$ cat src/rtl/gray_seq_pkg.sv
// gray_seq_pkg: shared definitions for the Gray-coded position sequencer.
//   - command op encodings (HOLD/INC/DEC/SEEK)
//   - control FSM state enum (IDLE/SEEK/DONE)
//   - bin2gray / gray2bin helpers. They work on a MAX_W-bit container and
//     take the active width as an argument, so callers of any width up to
//     MAX_W zero-extend on the way in and truncate on the way out.
package gray_seq_pkg;

  localparam int unsigned MAX_W = 32;

  localparam logic [1:0] OP_HOLD = 2'b00;
  localparam logic [1:0] OP_INC  = 2'b01;
  localparam logic [1:0] OP_DEC  = 2'b10;
  localparam logic [1:0] OP_SEEK = 2'b11;

  typedef enum logic [1:0] {
    ST_IDLE,
    ST_SEEK,
    ST_DONE
  } seq_state_e;

  function automatic logic [MAX_W-1:0] width_mask(input int unsigned w);
    logic [MAX_W-1:0] m;
    if (w >= MAX_W) m = '1;
    else            m = (MAX_W'(1) << w) - MAX_W'(1);
    return m;
  endfunction

  function automatic logic [MAX_W-1:0] bin2gray(input logic [MAX_W-1:0] b,
                                                input int unsigned     w);
    logic [MAX_W-1:0] bm;
    bm = b & width_mask(w);
    return bm ^ (bm >> 1);
  endfunction

  // Each binary bit is the XOR of all Gray bits at and above it.
  function automatic logic [MAX_W-1:0] gray2bin(input logic [MAX_W-1:0] g,
                                                input int unsigned     w);
    logic [MAX_W-1:0] gm;
    logic [MAX_W-1:0] b;
    gm = g & width_mask(w);
    b  = '0;
    for (int unsigned i = 0; i < MAX_W; i++) begin
      b[i] = ^(gm >> i);
    end
    return b;
  endfunction

endpackage

$ cat src/rtl/gray_seq_decode.sv
// gray_seq_decode: combinational decode of a Gray-coded position.
//   state_gray  in   STATE_W  Gray-coded position
//   state_idx   out  STATE_W  binary index of state_gray
//   onehot      out  OUT_W    bit (state_idx mod OUT_W) set, others clear
// OUT_W must be a power of two, 2 <= OUT_W <= 2^STATE_W, so the modulo is
// just the low $clog2(OUT_W) index bits.
module gray_seq_decode
  import gray_seq_pkg::*;
#(
  parameter int unsigned STATE_W = 4,
  parameter int unsigned OUT_W   = 8
) (
  input  logic [STATE_W-1:0] state_gray,
  output logic [STATE_W-1:0] state_idx,
  output logic [OUT_W-1:0]   onehot
);

  localparam int unsigned SEL_W = $clog2(OUT_W);

  always_comb begin
    state_idx = STATE_W'(gray2bin(MAX_W'(state_gray), STATE_W));
    onehot    = '0;
    onehot[state_idx[SEL_W-1:0]] = 1'b1;
  end

endmodule

$ cat src/rtl/gray_seq.sv
// gray_seq: Gray-coded position sequencer with handshaked commands.
//   clk, rst     clock; synchronous active-high reset
//   cmd_valid    in   command present
//   cmd_ready    out  sequencer can accept a command (IDLE only)
//   cmd_op       in   00 HOLD, 01 INC, 10 DEC, 11 SEEK
//   cmd_target   in   binary seek target, sampled at acceptance only
//   state_gray   out  registered Gray-coded position
//   state_idx    out  binary index of state_gray
//   onehot       out  bit (state_idx mod OUT_W) set
//   busy         out  seek in progress
//   done         out  one-cycle pulse when a seek completes
//   edge_evt     out  one-cycle pulse on wrap (WRAP=1) or blocked end step (WRAP=0)
// Position arithmetic is done in binary and re-encoded to Gray for storage;
// a +/-1 binary step always maps to a single Gray bit flip, wrap included.
module gray_seq
  import gray_seq_pkg::*;
#(
  parameter int unsigned STATE_W = 4,
  parameter int unsigned OUT_W   = 8,
  parameter int unsigned WRAP    = 1
) (
  input  logic               clk,
  input  logic               rst,
  input  logic               cmd_valid,
  output logic               cmd_ready,
  input  logic [1:0]         cmd_op,
  input  logic [STATE_W-1:0] cmd_target,
  output logic [STATE_W-1:0] state_gray,
  output logic [STATE_W-1:0] state_idx,
  output logic [OUT_W-1:0]   onehot,
  output logic               busy,
  output logic               done,
  output logic               edge_evt
);

  localparam logic [STATE_W-1:0] IDX_MAX = '1;
  localparam logic [STATE_W-1:0] IDX_MIN = '0;

  seq_state_e         state_q;
  logic [STATE_W-1:0] gray_q;
  logic [STATE_W-1:0] target_q;
  logic [STATE_W-1:0] idx;
  logic [STATE_W-1:0] idx_up;
  logic [STATE_W-1:0] idx_dn;
  logic [STATE_W-1:0] gray_up;
  logic [STATE_W-1:0] gray_dn;
  logic               accept;

  gray_seq_decode #(
    .STATE_W (STATE_W),
    .OUT_W   (OUT_W)
  ) u_decode (
    .state_gray (gray_q),
    .state_idx  (idx),
    .onehot     (onehot)
  );

  assign state_gray = gray_q;
  assign state_idx  = idx;
  assign accept     = cmd_valid && cmd_ready;

  // Neighbour positions; binary wrap-around gives the max<->0 wrap for free.
  always_comb begin
    idx_up  = idx + STATE_W'(1);
    idx_dn  = idx - STATE_W'(1);
    gray_up = STATE_W'(bin2gray(MAX_W'(idx_up), STATE_W));
    gray_dn = STATE_W'(bin2gray(MAX_W'(idx_dn), STATE_W));
  end

  always_ff @(posedge clk) begin
    if (rst) begin
      state_q   <= ST_IDLE;
      gray_q    <= '0;
      target_q  <= '0;
      cmd_ready <= 1'b1;
      busy      <= 1'b0;
      done      <= 1'b0;
      edge_evt  <= 1'b0;
    end else begin
      done     <= 1'b0;
      edge_evt <= 1'b0;
      case (state_q)
        ST_IDLE: begin
          if (accept) begin
            case (cmd_op)
              OP_INC: begin
                if (idx == IDX_MAX) begin
                  edge_evt <= 1'b1;
                  if (WRAP != 0) gray_q <= gray_up;
                end else begin
                  gray_q <= gray_up;
                end
              end
              OP_DEC: begin
                if (idx == IDX_MIN) begin
                  edge_evt <= 1'b1;
                  if (WRAP != 0) gray_q <= gray_dn;
                end else begin
                  gray_q <= gray_dn;
                end
              end
              OP_SEEK: begin
                target_q  <= cmd_target;
                state_q   <= ST_SEEK;
                cmd_ready <= 1'b0;
                busy      <= 1'b1;
              end
              default: ;
            endcase
          end
        end
        ST_SEEK: begin
          // Step toward the target; completion is flagged on the edge that
          // lands on it, or immediately when already there.
          if (target_q > idx) begin
            gray_q <= gray_up;
            if (idx_up == target_q) begin
              state_q <= ST_DONE;
              busy    <= 1'b0;
              done    <= 1'b1;
            end
          end else if (target_q < idx) begin
            gray_q <= gray_dn;
            if (idx_dn == target_q) begin
              state_q <= ST_DONE;
              busy    <= 1'b0;
              done    <= 1'b1;
            end
          end else begin
            state_q <= ST_DONE;
            busy    <= 1'b0;
            done    <= 1'b1;
          end
        end
        ST_DONE: begin
          state_q   <= ST_IDLE;
          cmd_ready <= 1'b1;
        end
        default: begin
          state_q   <= ST_IDLE;
          cmd_ready <= 1'b1;
          busy      <= 1'b0;
        end
      endcase
    end
  end

endmodule
$ cat config.mk
export PLATFORM = sky130hd
export DESIGN_NAME = gray_seq
export DESIGN_NICKNAME = d
export VERILOG_FILES = /design/src/rtl/gray_seq_pkg.sv /design/src/rtl/gray_seq_decode.sv /design/src/rtl/gray_seq.sv
export SDC_FILE = /design/constraint.sdc
export NUM_CORES = 1
export LEC_CHECK = 0
export ABC_AREA = 1
export CELL_PAD_IN_SITES_DETAIL_PLACEMENT = 1
export CELL_PAD_IN_SITES_GLOBAL_PLACEMENT = 1
export CORE_MARGIN = 2
export CORE_UTILIZATION = 38
export DETAILED_ROUTE_END_ITERATION = 7
export GPL_TIMING_DRIVEN = 0
export PLACE_DENSITY = 0.87
export SKIP_CTS_REPAIR_TIMING = 1
export SYNTH_ARGS = -nofsm -noshare
export SYNTH_HDL_FRONTEND = slang
export SYNTH_SLANG_ARGS = --single-unit
$ cat constraint.sdc
create_clock -name clk -period 5.6 [get_ports clk]
set_input_delay 1.12 -clock clk [delete_from_list [all_inputs] [get_ports clk]]
set_output_delay 1.12 -clock clk [all_outputs]
set_load 0.1 [all_outputs]
==> flow_metrics.env, run 1 <==
export IMPL_grt_max_degree=11
export IMPL_fin_crit_ns=4.49
export IMPL_grt_usage=0.220
export IMPL_syn_area_mm2=0.00140
export IMPL_drive_gt1_frac=0.145
export IMPL_drv_slew=0
export IMPL_min_path_cells=2
export IMPL_dieHeight_um=64.6
export IMPL_min_path_type="reg -> reg"
export IMPL_h_tree_depth=1
export IMPL_drtAntennaViolNets=0
export IMPL_drc=0
export IMPL_synth_seq_cells=14
export IMPL_io_pins=29
export IMPL_ff2ff_path_depth=19
export IMPL_slew_headroom=0.350
export IMPL_routed_via_count=1561
export IMPL_worstMarginPinSlew_ns=0.972
export IMPL_die_w_um=64.6
export IMPL_netlist_instances=223
export IMPL_fill_cells=483
export IMPL_grt_pass1_wl_mm=7.05
export IMPL_syn_area_per_cell_um2=6.26
export IMPL_clock_latency_ns=0.25
export IMPL_synth_cell_types=27
export IMPL_cts_buffers=3
export IMPL_dpl_hpwl_mm=3.35
export IMPL_rsz0062_at_grt="false"
export IMPL_syn_num_nets=239
export IMPL_ys_seq_area_frac=0.201
export IMPL_reg2reg_to="busy"
export IMPL_fin_skew_ns=0.00325
export IMPL_firstDrtPassIters=4
export IMPL_diodes=0
export IMPL_grt_overflow=0
export IMPL_nets=272
export IMPL_synth_edf_count=0
export IMPL_cap_violations=0
export IMPL_final_cell_mix="nand2_1, inv_1, clkdlybuf4s50_1"
export IMPL_cts_root_buf="clkbuf_8"
export IMPL_cts_sinks=14
export IMPL_synth_warnings=0
export IMPL_hold_viol_final=0
export IMPL_synthToLayoutAreaGrowth_pct=28.3
export IMPL_clk_path_buf_depth=2
export IMPL_critPathMaxFanout=9
export IMPL_postRouteWirelength_mm=4.21
export IMPL_critPathCaptureType="output pin"
export IMPL_drt_initial_drc_count=52
export IMPL_tritoncts="done"
export IMPL_synthFlopType="dfxtp_1"
export IMPL_placementRows=22
export IMPL_cts_clk_slew_worst_paths_ns=0.06
export IMPL_place_congestion=0.857
export IMPL_critPathKind="reg -> out"
export IMPL_antenna_found_initial=0
export IMPL_port_buffers=28
export IMPL_r2r_slack_ns=2.35
export IMPL_final_seq_area_um2=280
export IMPL_max_clock_freq_ghz=0.223
export IMPL_setup_tns_ns=0
export IMPL_async_reset_ff_frac=0
export IMPL_crit_arrival_ns=3.37
export IMPL_hold_start="target_q[0]"
export IMPL_whs_endpoint="target_q[0]"
export IMPL_wl_per_cell_um=13.9
export IMPL_cp_data_required_time_ns=4.48
export IMPL_layout_commonest_cell="nand2_1"
export IMPL_status="complete, no violations"
export IMPL_grt_pass1_vias=1541
export IMPL_initial_core_util=0.387
export IMPL_vias_per_cell=5.15
export IMPL_r2r_start="state_gray[3]"
export IMPL_multi_input_area_um2=968
export IMPL_core_area_mm2=0.00361
export IMPL_dieArea_mm2=0.00417
export IMPL_setup_viol=0
export IMPL_min_period_over_period=0.802
export IMPL_critPathLaunchType="flip-flop"
state kept, by name (all words and copies together), names as in the netlist:
name,count
cmd_ready,1
edge_evt,1
state_q,2
busy,1
state_gray,4
done,1
target_q,4
final cells by class:
class / instances / area share
Sequential cell: 14 / 0.157
Inverter: 36 / 0.0755
Multi-Input combinational cell: 171 / 0.541
Timing Repair Buffer: 28 / 0.157
Tap cell: 48 / 0.0335
Clock buffer: 4 / 0.0307
Buffer: 2 / 0.00629
critical path, cell delays in order (launching register included):
cell,delay (ns)
dfxtp_1,0.55
inv_1,0.24
ha_1,0.56
inv_2,0.18
nand3_4,0.16
nand2_4,0.10
nor2_1,0.16
clkdlybuf4s50_1,1.15
cells by family (layout without fill, tap and decap cells):
logic type               count (synthesis)  after routing  share of synthesized area
XOR/XNOR                                 4              4                     0.0251
adder cells (fa/ha/maj)                  7              7                     0.0628
buffers and inverters                   38             70                      0.105
AO/OA/AOI/OAI                           34             34                      0.141
flip-flops                              14             14                      0.201
AND/OR/NAND/NOR                        126            126                      0.465
through the flow:
| stage | cell area [um2] | std cells | hold slack [ns] | worst slack (ns) | util |
|---|---|---|---|---|---|
| after floorplan | 1400 | 223 | 0.469 | 0.278 | - |
| after global placement | 1740 | 299 | 0.494 | 1.41 | 0.481 |
| after detailed placement | 1740 | 299 | 0.503 | 1.41 | 0.481 |
| after CTS | 1790 | 303 | 0.512 | 1.10 | 0.497 |
| after global routing | 1790 | 303 | 0.535 | 0.946 | 0.497 |
| final | 1790 | 303 | 0.513 | 1.11 | 0.497 |
synthesized netlist by cell type (2+ instances only):
cell type,number,area (um2)
nand3_1,22,110
o21ai_1,4,20.0
dfxtp_1,14,280
nor2_1,25,93.8
nor3_1,2,10.0
xor2_1,2,17.5
nand4_1,3,18.8
nand2_4,7,78.8
o211ai_1,2,15.0
a21oi_1,12,60.1
nand2_1,49,184
inv_1,31,116
ha_1,7,87.6
o21ai_0,13,65.1
nand2_2,8,50.1
xnor2_1,2,17.5
inv_2,5,18.8
nand3_2,5,50.1
nor2_2,2,12.5
metal layers:
metal  share of wire  wire length (um)  track usage  vias up
met5               0                 0            0        -
met4           0.024               100       0.0957        0
met3           0.027               115       0.0365        9
met2            0.50              2080        0.395       36
met1            0.45              1910        0.256      732
li1                -                 -            -      784
how the worst max path moves through the flow:
| stage | startpoint | end | slack [ns] | cells after the start |
|---|---|---|---|---|
| after floorplan | state_gray[3] | onehot[5] | 0.28 | 6 |
| after global placement | state_gray[3] | onehot[5] | 1.41 | 7 |
| after detailed placement | state_gray[3] | onehot[5] | 1.41 | 7 |
| after CTS | state_gray[3] | onehot[5] | 1.10 | 7 |
| after global routing | state_gray[3] | onehot[5] | 0.95 | 7 |
| final | state_gray[3] | onehot[5] | 1.11 | 7 |
Power of run 1 is left out: the tool's default activity adds up to more than one toggle a clock period on the data nets, which glitch-free logic cannot reach.
==> run 2: changes to the inputs <==
CORE_UTILIZATION = 32   (was 38)
PLACE_DENSITY = 0.79   (was 0.87)
clock period = 3.75 ns   (was 5.6 ns; I/O delays follow)
==> run 2 against run 1 <==
Die area up 18%. Utilization down 6.8 points. Global-route usage down 3.0 points. Critical path depth down 1. Register-to-register slack worse by 1.5 ns. Clock skew about the same. Cell count up 1.3%. Routed wire length down 1.5%. Flip-flop and latch count unchanged. Final area up 2.2%. Setup slack worse by 0.96 ns. Critical path type unchanged. Highest routed layer unchanged.
==> flow_metrics.env, run 2 (synthesis results as in run 1) <==
export IMPL_status="complete, no violations"
export IMPL_cts_clk_slew_worst_paths_ns=0.07
export IMPL_drt_initial_drc_count=53
export IMPL_cts_sinks=14
export IMPL_drv_slew=0
export IMPL_slew_headroom=0.354
export IMPL_wl_met3_um=120
export IMPL_grt_pass1_wl_mm=7.45
export IMPL_fin_skew_ns=0.00342
export IMPL_firstDrtPassIters=4
export IMPL_cp_data_required_time_ns=3.00
export IMPL_grt_usage=0.190
export IMPL_place_congestion=0.804
export IMPL_grt_max_degree=11
export IMPL_nets=272
export IMPL_initial_core_util=0.327
export IMPL_tritoncts="done"
export IMPL_r2r_slack_ns=0.86
export IMPL_cts_buffers=3
export IMPL_rsz0062_at_grt="false"
export IMPL_port_buffers=28
export IMPL_grt_overflow=0
export IMPL_r2r_start="state_gray[3]"
export IMPL_vias_per_cell=4.94
export IMPL_wl_per_cell_um=13.5
export IMPL_placedCellCount=303
export IMPL_drive_gt1_frac=0.176
export IMPL_max_stage_delay_ns=1.14
export IMPL_synthToLayoutAreaGrowth_pct=31.1
export IMPL_final_cells=307
export IMPL_postRouteWirelength_mm=4.14
export IMPL_grt_pass1_vias=1586
export IMPL_final_seq_area_um2=283
export IMPL_dpl_hpwl_mm=3.41
export IMPL_slowest_stage="clkdlybuf4s50_1"
export IMPL_max_clock_freq_ghz=0.278
export IMPL_critPathMaxFanout=9
export IMPL_multi_input_area_um2=991
export IMPL_setup_viol=0
export IMPL_top_layer="met4"
export IMPL_cap_violations=0
export IMPL_dieHeight_um=70.0
export IMPL_cts_root_buf="clkbuf_8"
export IMPL_critPathKind="reg -> out"
export IMPL_fin_crit_ns=3.60
export IMPL_final_cell_mix="nand2_1, inv_1, clkdlybuf4s50_1"
export IMPL_clock_latency_ns=0.25
export IMPL_antenna_found_initial=0
export IMPL_worstMarginPinSlew_ns=0.966
export IMPL_critPathCaptureType="output pin"
export IMPL_met2_length_mm=2.13
export IMPL_io_pins=29
export IMPL_critPathCapture="onehot[1]"
export IMPL_clk_path_buf_depth=2
export IMPL_reg2reg_to="busy"
export IMPL_drc=0
export IMPL_diodes=0
export IMPL_drtAntennaViolNets=0
export IMPL_placementRows=24
export IMPL_startpoint="state_gray[3]"
export IMPL_fill_cells=589
export IMPL_min_period_over_period=0.959
export IMPL_h_tree_depth=1
export IMPL_critPathLaunchType="flip-flop"
export IMPL_layout_commonest_cell="nand2_1"
export IMPL_ff2ff_path_depth=19
export IMPL_met1Wirelength_mm=1.85
export IMPL_placed_cell_area_mm2=0.00177
export IMPL_hold_viol_final=0
export IMPL_crit_chain="inv_1, ha_4, inv_2, nand3_1, nor2_1, clkdlybuf4s50_1"
export IMPL_final_cell_area_mm2=0.00183
export IMPL_die_w_um=70.0
export IMPL_routed_via_count=1518
export IMPL_core_area_mm2=0.00426
export IMPL_dieArea_mm2=0.00490
export IMPL_crit_arrival_ns=2.85
export IMPL_min_path_type="reg -> reg"
[run 2: cell types whose count changed in the layout (fill, tap and decap cells not counted), moves of 2 or more]
cell             change
nor2_1               -4
nor2_2               +4
clkdlybuf4s50_1      -2
dfxtp_1              -2
dfxtp_2              +2
dlymetal6s2s_1       +2
[run 2: critical path: cells and delay by family (launching register included)]
kind,cells,cell delay [ns]
buffers and inverters,3,1.52
adder cells (fa/ha/maj),1,0.31
AND/OR/NAND/NOR,2,0.29
flip-flops,1,0.46
[run 2: layout make-up]
cell class | count | share of cell area
Sequential cell | 14 | 0.155
Tap cell | 52 | 0.0356
Timing Repair Buffer | 28 | 0.156
Inverter | 36 | 0.0759
Clock buffer | 4 | 0.0301
Multi-Input combinational cell | 171 | 0.542
Buffer | 2 | 0.00616
[run 2: worst min-delay path by stage]
stage / slack, ns / cells after the start / start / endpoint
floorplan: 0.47 / 2 / target_q[0] / target_q[0]
global placement: 0.49 / 4 / busy / busy
detailed placement: 0.50 / 2 / target_q[0] / target_q[0]
CTS: 0.51 / 2 / target_q[0] / target_q[0]
global route: 0.55 / 2 / target_q[0] / target_q[0]
finish: 0.50 / 2 / target_q[0] / target_q[0]
[run 2: routing by layer]
metal / GRT usage / up-vias
met2: 0.342 / 23
met4: 0.0385 / 0
li1: - / 781
met1: 0.239 / 710
met3: 0.0303 / 4
met5: 0 / -
[run 2: stage by stage]
stage / setup WS (ns) / hold WS (ns) / utilization / setup TNS, ns
after detailed placement: 0.289 / 0.499 / 0.415 / 0
after global routing: 0.0284 / 0.546 / 0.429 / 0
final: 0.152 / 0.503 / 0.429 / 0
after floorplan: -0.0709 / 0.469 / - / -0.142
after CTS: 0.00187 / 0.509 / 0.428 / 0
after global placement: 0.308 / 0.493 / 0.415 / 0
Power of run 2 is left out for the same reason.
